$ cat src/rtl/dm_store_buffer.sv
// MEM-stage data-memory controller: posted-store FIFO draining to a shared single-port SRAM,
// loads ordered against buffered stores. Define STB_FWD_EN to forward full-word buffered stores.
module dm_store_buffer #(
  parameter int unsigned DEPTH  = 4,
  parameter int unsigned ADDR_W = 14
) (
  input  logic              clk,
  input  logic              rst,
  input  logic [31:0]       dm_addr,
  input  logic [3:0]        dm_w_en,
  input  logic              dm_rd_en,
  input  logic [31:0]       dm_wdata,
  output logic [31:0]       dm_read_data,
  output logic              dm_stall,
  output logic              sb_empty,
  output logic              sram_en,
  input  logic              sram_gnt,
  output logic [3:0]        sram_we,
  output logic [ADDR_W-1:0] sram_addr,
  output logic [31:0]       sram_wdata,
  input  logic [31:0]       sram_rdata
);

  localparam int unsigned PtrW = (DEPTH > 1) ? $clog2(DEPTH) : 1;
  localparam int unsigned CntW = PtrW + 1;

  localparam logic [1:0] StIdle   = 2'd0;
  localparam logic [1:0] StLdRd   = 2'd1;
  localparam logic [1:0] StLdData = 2'd2;

  logic [ADDR_W-1:0] waddr_q [DEPTH];
  logic [3:0]        be_q    [DEPTH];
  logic [31:0]       wdata_q [DEPTH];

  logic [PtrW-1:0] wptr_q, wptr_d, rptr_q, rptr_d;
  logic [CntW-1:0] count_q, count_d;
  logic [1:0]      state_q, state_d;
  logic [31:0]     rdata_q, rdata_d;

  logic [ADDR_W-1:0] word_addr;
  logic              is_store, is_load, full, push, pop;
  logic              hit, fwd_hit, load_rd, load_stall, drain_req;

  logic unused_addr;
  assign unused_addr = ^{dm_addr[31:ADDR_W+2], dm_addr[1:0]};

  assign word_addr = dm_addr[ADDR_W+1:2];
  assign is_store  = |dm_w_en;
  assign is_load   = dm_rd_en & ~is_store;
  assign full      = (count_q == CntW'(DEPTH));
  assign push      = is_store & ~full;
  assign sb_empty  = (count_q == '0);

`ifdef STB_FWD_EN
  logic        youngest_full;
  logic [31:0] fwd_data;
`endif

  // Scan occupied slots oldest to youngest; later matches overwrite, leaving the youngest.
  always_comb begin
    logic [PtrW-1:0] idx;
    idx = '0;
    hit = 1'b0;
`ifdef STB_FWD_EN
    youngest_full = 1'b0;
    fwd_data      = '0;
`endif
    for (int k = 0; k < DEPTH; k++) begin
      idx = rptr_q + PtrW'(k);
      if ((CntW'(k) < count_q) && (waddr_q[idx] == word_addr)) begin
        hit = 1'b1;
`ifdef STB_FWD_EN
        youngest_full = (be_q[idx] == 4'b1111);
        fwd_data      = wdata_q[idx];
`endif
      end
    end
  end

`ifdef STB_FWD_EN
  assign fwd_hit = hit & youngest_full;
`else
  assign fwd_hit = 1'b0;
`endif

  always_comb begin
    state_d      = state_q;
    rdata_d      = rdata_q;
    dm_read_data = rdata_q;
    load_rd      = 1'b0;
    load_stall   = 1'b0;
    case (state_q)
      StLdData: begin
        dm_read_data = sram_rdata;
        rdata_d      = sram_rdata;
        state_d      = StIdle;
      end
      default: begin
        // StIdle and the reserved StLdRd encoding behave identically.
        state_d = StIdle;
        if (is_load) begin
          if (fwd_hit) begin
`ifdef STB_FWD_EN
            dm_read_data = fwd_data;
            rdata_d      = fwd_data;
`endif
          end else if (hit) begin
            load_stall = 1'b1;
          end else begin
            load_rd    = 1'b1;
            load_stall = 1'b1;
            if (sram_gnt) begin
              state_d = StLdData;
            end
          end
        end
      end
    endcase
  end

  // A hitting load leaves load_rd low, so the drain keeps running until the hit clears.
  assign drain_req = ~sb_empty & ~load_rd;
  assign pop       = drain_req & sram_gnt;

  assign sram_en    = load_rd | drain_req;
  assign sram_we    = drain_req ? be_q[rptr_q] : 4'b0000;
  assign sram_addr  = load_rd ? word_addr : waddr_q[rptr_q];
  assign sram_wdata = wdata_q[rptr_q];
  assign dm_stall   = (is_store & full) | load_stall;

  always_comb begin
    count_d = count_q;
    if (push && !pop) begin
      count_d = count_q + CntW'(1);
    end else if (pop && !push) begin
      count_d = count_q - CntW'(1);
    end
    wptr_d = push ? wptr_q + PtrW'(1) : wptr_q;
    rptr_d = pop  ? rptr_q + PtrW'(1) : rptr_q;
  end

  always_ff @(posedge clk) begin
    if (push) begin
      waddr_q[wptr_q] <= word_addr;
      be_q[wptr_q]    <= dm_w_en;
      wdata_q[wptr_q] <= dm_wdata;
    end
  end

  always_ff @(posedge clk or negedge rst) begin
    if (!rst) begin
      wptr_q  <= '0;
      rptr_q  <= '0;
      count_q <= '0;
      state_q <= StIdle;
      rdata_q <= '0;
    end else begin
      wptr_q  <= wptr_d;
      rptr_q  <= rptr_d;
      count_q <= count_d;
      state_q <= state_d;
      rdata_q <= rdata_d;
    end
  end

endmodule

$ cat config.mk
export PLATFORM = sky130hd
export DESIGN_NAME = dm_store_buffer
export DESIGN_NICKNAME = d
export VERILOG_FILES = /design/src/rtl/dm_store_buffer.sv
export SDC_FILE = /design/constraint.sdc
export NUM_CORES = 1
export LEC_CHECK = 0
export ABC_AREA = 1
export BUFFER_PORTS_ARGS = -buffer_cell sky130_fd_sc_hd__buf_2
export CAP_MARGIN = 15
export CELL_PAD_IN_SITES_DETAIL_PLACEMENT = 1
export CELL_PAD_IN_SITES_GLOBAL_PLACEMENT = 2
export CORE_ASPECT_RATIO = 0.7
export CORE_MARGIN = 3
export CORE_UTILIZATION = 30
export CTS_CLUSTER_DIAMETER = 150
export DETAILED_ROUTE_END_ITERATION = 6
export PLACE_DENSITY_LB_ADDON = 0.1
export SETUP_SLACK_MARGIN = 0.1
export SYNTH_ARGS = -nofsm -noshare
export SYNTH_HDL_FRONTEND = slang
export SYNTH_SLANG_ARGS = --single-unit
$ cat constraint.sdc
create_clock -name clk -period 10.4 [get_ports clk]
set_input_delay 1.56 -clock clk [delete_from_list [all_inputs] [get_ports clk]]
set_output_delay 1.56 -clock clk [all_outputs]
set_load 0.01 [all_outputs]
==> flow_results.xml <==
<?xml version="1.0" encoding="UTF-8"?>
<metrics>
  <group name="critical_path">
    <metric name="cp.buffers_inverters" unit="">4</metric>
    <metric name="r2r_slack" unit="ps">5610</metric>
    <metric name="worstSetupPathType" unit="">flop to output pin</metric>
    <metric name="critical_path.max_fanout" unit="">69</metric>
    <metric name="critical_path.most_common_cell" unit="">nand2_1</metric>
    <metric name="cp-end-kind" unit="">output pin</metric>
    <metric name="crit_path_max_incr_delay" unit="ps">620</metric>
    <metric name="timing.critical_path.arrival" unit="ps">4760</metric>
    <metric name="crit_required" unit="ps">8840</metric>
    <metric name="timing.critical_path.max_delay_family" unit="">simple AND/OR/NAND/NOR gates</metric>
    <metric name="crit_path_top_delay_cell" unit="">buf_4</metric>
    <metric name="path_cells" unit="">buf_4 &gt; inv_4 &gt; nand2_1 &gt; nand2_2 &gt; nand2_1 &gt; nand2_1 &gt; nand2_1 &gt; nand2_1 &gt; nor2_1 &gt; nand3_1 &gt; nor2_1 &gt; nand3_1 &gt; nand3_2 &gt; buf_16 &gt; nand2_1 &gt; a21oi_1 &gt; buf_2</metric>
    <metric name="start_kind" unit="">flop</metric>
  </group>
  <group name="power">
    <metric name="seq_power_share" unit="">0.340</metric>
    <metric name="p_switching" unit="mW">1.88</metric>
    <metric name="power.combinational.fraction" unit="">0.447</metric>
    <metric name="leakage" unit="nW">5.91</metric>
    <metric name="clkPwrFrac" unit="">0.213</metric>
    <metric name="power_density" unit="nW/um^2">330</metric>
    <metric name="cell_internal_pwr" unit="mW">2.55</metric>
    <metric name="irDropWorstVdd" unit="mV">0.218</metric>
    <metric name="power_switching_share" unit="">0.425</metric>
  </group>
  <group name="finish">
    <metric name="drive_gt1_frac" unit="">0.177</metric>
    <metric name="final_common_cell" unit="">nand2_1</metric>
    <metric name="num-nets-final" unit="">1459</metric>
    <metric name="num_antenna_cells" unit="">0</metric>
    <metric name="areaGrowthSynthToFinish" unit="%">19.4</metric>
    <metric name="layout_common_cells" unit="">527 x nand2_1, 200 x edfxtp_1, 170 x buf_2, 133 x nand3_1, 57 x inv_1</metric>
  </group>
  <group name="job">
    <metric name="cap_violations" unit="">0</metric>
  </group>
  <group name="timing">
    <metric name="tightest_slew" unit="ps">1070</metric>
    <metric name="report.final.hold_viol_count" unit="">0</metric>
    <metric name="setup_total_negative_slack" unit="ps">0</metric>
    <metric name="setup_repair_after_global_routing_missed_its_margin" unit="">false</metric>
    <metric name="clock_skew" unit="ps">10.5</metric>
    <metric name="max_slew_margin" unit="">0.288</metric>
    <metric name="maxSlewViolCount" unit="">0</metric>
    <metric name="max_clock_freq" unit="MHz">158</metric>
    <metric name="period_minus_slack" unit="ps">6320</metric>
    <metric name="final.hold.worst_slack" unit="ps">463</metric>
    <metric name="finalSetupViolCount" unit="">0</metric>
    <metric name="min_period_over_period" unit="">0.608</metric>
  </group>
  <group name="clock_network">
    <metric name="cts_post_setup_buffers_inserted" unit="">0</metric>
    <metric name="cts.htree.levels" unit="">1</metric>
    <metric name="cts-root-to-sink-buffers" unit="">3</metric>
    <metric name="worstSkewPairLatency" unit="ps">540</metric>
    <metric name="cts.repair.resized" unit="">0</metric>
    <metric name="clock-root-buffer" unit="">clkbuf_16</metric>
    <metric name="cts_hold_buffers" unit="">0</metric>
    <metric name="tritoncts.num_buffers" unit="">27</metric>
    <metric name="cts_tree" unit="">built</metric>
    <metric name="cts.sinks" unit="">240</metric>
    <metric name="worst_setup_hold_path_clk_slew" unit="ps">60</metric>
  </group>
  <group name="global_route">
    <metric name="total_global_routing_track_utilization" unit="">0.172</metric>
    <metric name="global_route.overflow_total" unit="">0</metric>
    <metric name="grt_pass1_wl" unit="mm">53.3</metric>
    <metric name="maximum_number_of_pins_on_one_net_before_global_route_repair" unit="">70</metric>
    <metric name="number_of_global_route_vias_before_repair" unit="">8972</metric>
    <metric name="grt_antenna_before_repair" unit="">3</metric>
  </group>
  <group name="synthesis">
    <metric name="synthesized_area" unit="sq um">11200</metric>
    <metric name="synth.yosys.seq_area_share" unit="">0.623</metric>
    <metric name="synthesis.area_per_instance" unit="sq um">9.50</metric>
    <metric name="syn-instance-count" unit="">1184</metric>
    <metric name="yosysUniqueCellTypes" unit="">31</metric>
    <metric name="synth_top_area_frac" unit="">0.534</metric>
    <metric name="yosys_warnings" unit="">0</metric>
    <metric name="leading_area_contributor_after_synthesis" unit="">edfxtp_1</metric>
    <metric name="syn-num-nets" unit="">1297</metric>
    <metric name="netlist_top_cells_area" unit="">edfxtp_1 53%, nand2_1 18%, dfrtp_1 8.9%</metric>
    <metric name="yosys_register_bits" unit="">240</metric>
  </group>
  <group name="floorplanning">
    <metric name="pin_count" unit="">189</metric>
    <metric name="initial_core_util" unit="">0.309</metric>
    <metric name="die_w" unit="microns">237</metric>
    <metric name="core_region_area" unit="sq um">36400</metric>
    <metric name="design.die.area" unit="sq um">39900</metric>
    <metric name="chipHeight" unit="microns">168</metric>
    <metric name="core.rowCount" unit="">58</metric>
  </group>
  <group name="detailed_routing">
    <metric name="drtAntennaViolNets" unit="">0</metric>
    <metric name="drt-vias-per-instance" unit="">4.73</metric>
    <metric name="drt-wirelength-per-cell" unit="microns">18.6</metric>
    <metric name="dr.pass1.iters" unit="">5</metric>
    <metric name="drt_iter0_markers" unit="">447</metric>
    <metric name="drcViolationCount" unit="">0</metric>
    <metric name="dr_total_vias" unit="">8726</metric>
    <metric name="drt_wl_total" unit="mm">34.4</metric>
  </group>
  <group name="place">
    <metric name="gp_routability_congestion" unit="">0.711</metric>
    <metric name="io_buffer_count" unit="">170</metric>
    <metric name="dp_hpwl" unit="mm">22.3</metric>
  </group>
  <group name="run_status">
    <metric name="run_status" unit="">completed</metric>
  </group>
  <group name="hold_path">
    <metric name="hold_class" unit="">flop to flop</metric>
  </group>
</metrics>
==> final timing paths <==
check                                      startpoint                     end  depth (start not counted)
worst max-delay path            rptr_q[0]$_DFFE_PN0P_              sram_we[0]                         17
worst min-delay path            rdata_q[24]$_DFF_PN0_   rdata_q[24]$_DFF_PN0_                          2
worst max register to register  rptr_q[0]$_DFFE_PN0P_  count_q[2]$_DFFE_PN0P_                         20
worst min register to register  rdata_q[24]$_DFF_PN0_   rdata_q[24]$_DFF_PN0_                          2
max in group asynchronous                         rst   rptr_q[0]$_DFFE_PN0P_                          1
min in group asynchronous                         rst   rdata_q[30]$_DFF_PN0_                          1
==> final cells by class <==
class                   count  area, sq um
repair buffers            183          968
fillers                  4244        23000
clock inverters            15          158
well taps                 480          601
inverters                  63          239
multi-input cells         831         3740
flip-flops and latches    240         7010
clock buffers              34          712
==> worst reg2reg max path, delay by kind of cell (launching register included) <==
kind | cells | cell delay, ps
AO/OA/AOI/OAI | 1 | 100
XOR/XNOR | 1 | 140
flip-flops | 1 | 340
adder cells (fa/ha/maj) | 1 | 360
buffers and inverters | 4 | 1370
AND/OR/NAND/NOR | 13 | 2370
==> stage by stage <==
| stage | total power [mW] | std cells | setup slack, ps | util | area, sq um |
|---|---|---|---|---|---|
| final | 4.43 | 1846 | 4080 | 0.369 | 13400 |
| after global routing | 4.80 | 1846 | 3510 | 0.369 | 13400 |
| after CTS | 4.51 | 1845 | 3590 | 0.368 | 13400 |
| after detailed placement | 3.55 | 1796 | 4180 | 0.344 | 12500 |
| after global placement | 3.52 | 1796 | 4250 | 0.344 | 12500 |
| after floorplan | 2.80 | 1184 | 5760 | - | 11200 |
==> sequential cells by signal, summed over array words and instances (netlist names) <==
name,flops
be_q,16
count_q,3
rdata_q,32
rptr_q,2
state_q,1
waddr_q,56
wdata_q,128
wptr_q,2
==> cell usage after synthesis (all sizes together) <==
cell and count:
dfrtp 40, ha 9, a21boi 1, a221oi 1, buf 28, o211ai 2
edfxtp 200, o22ai 1, a22oi 50, xor2 4, and2 1, a22o 1
clkinv 4, clkbuf 22, xnor2 1, o21ai 14, nand4 4, nor4 1
nand2 529, inv 59, nor2 55, nand3 134, a21oi 23
==> cell families after synthesis <==
group / after synthesis / synth area share
and+or+nand+nor: 724 / 0.259
DFF: 240 / 0.623
buffers and inverters: 113 / 0.0472
AOI/OAI and AO/OA: 93 / 0.0573
adders and majority gates: 9 / 0.0100
xor gates and xnor gates: 5 / 0.00389
==> power by group through the flow <==
stage | registers, mW | logic [mW] | clock network, mW
final | 1.51 | 1.98 | 0.943
after global routing | 1.54 | 2.25 | 1.01
after CTS | 1.51 | 2.03 | 0.976
after detailed placement | 1.53 | 2.02 | 0
after global placement | 1.51 | 2.00 | 0
after floorplan | 1.52 | 1.29 | 0
==> layer usage <==
metal,part of all wire,vias to the layer above,GRT usage
met4,0.017,4,0.0291
met2,0.43,158,0.267
met1,0.50,4213,0.252
met5,0.00079,-,0
li1,-,4313,-
met3,0.047,38,0.0359
No activity file was read; power rests on OpenSTA's default activity.
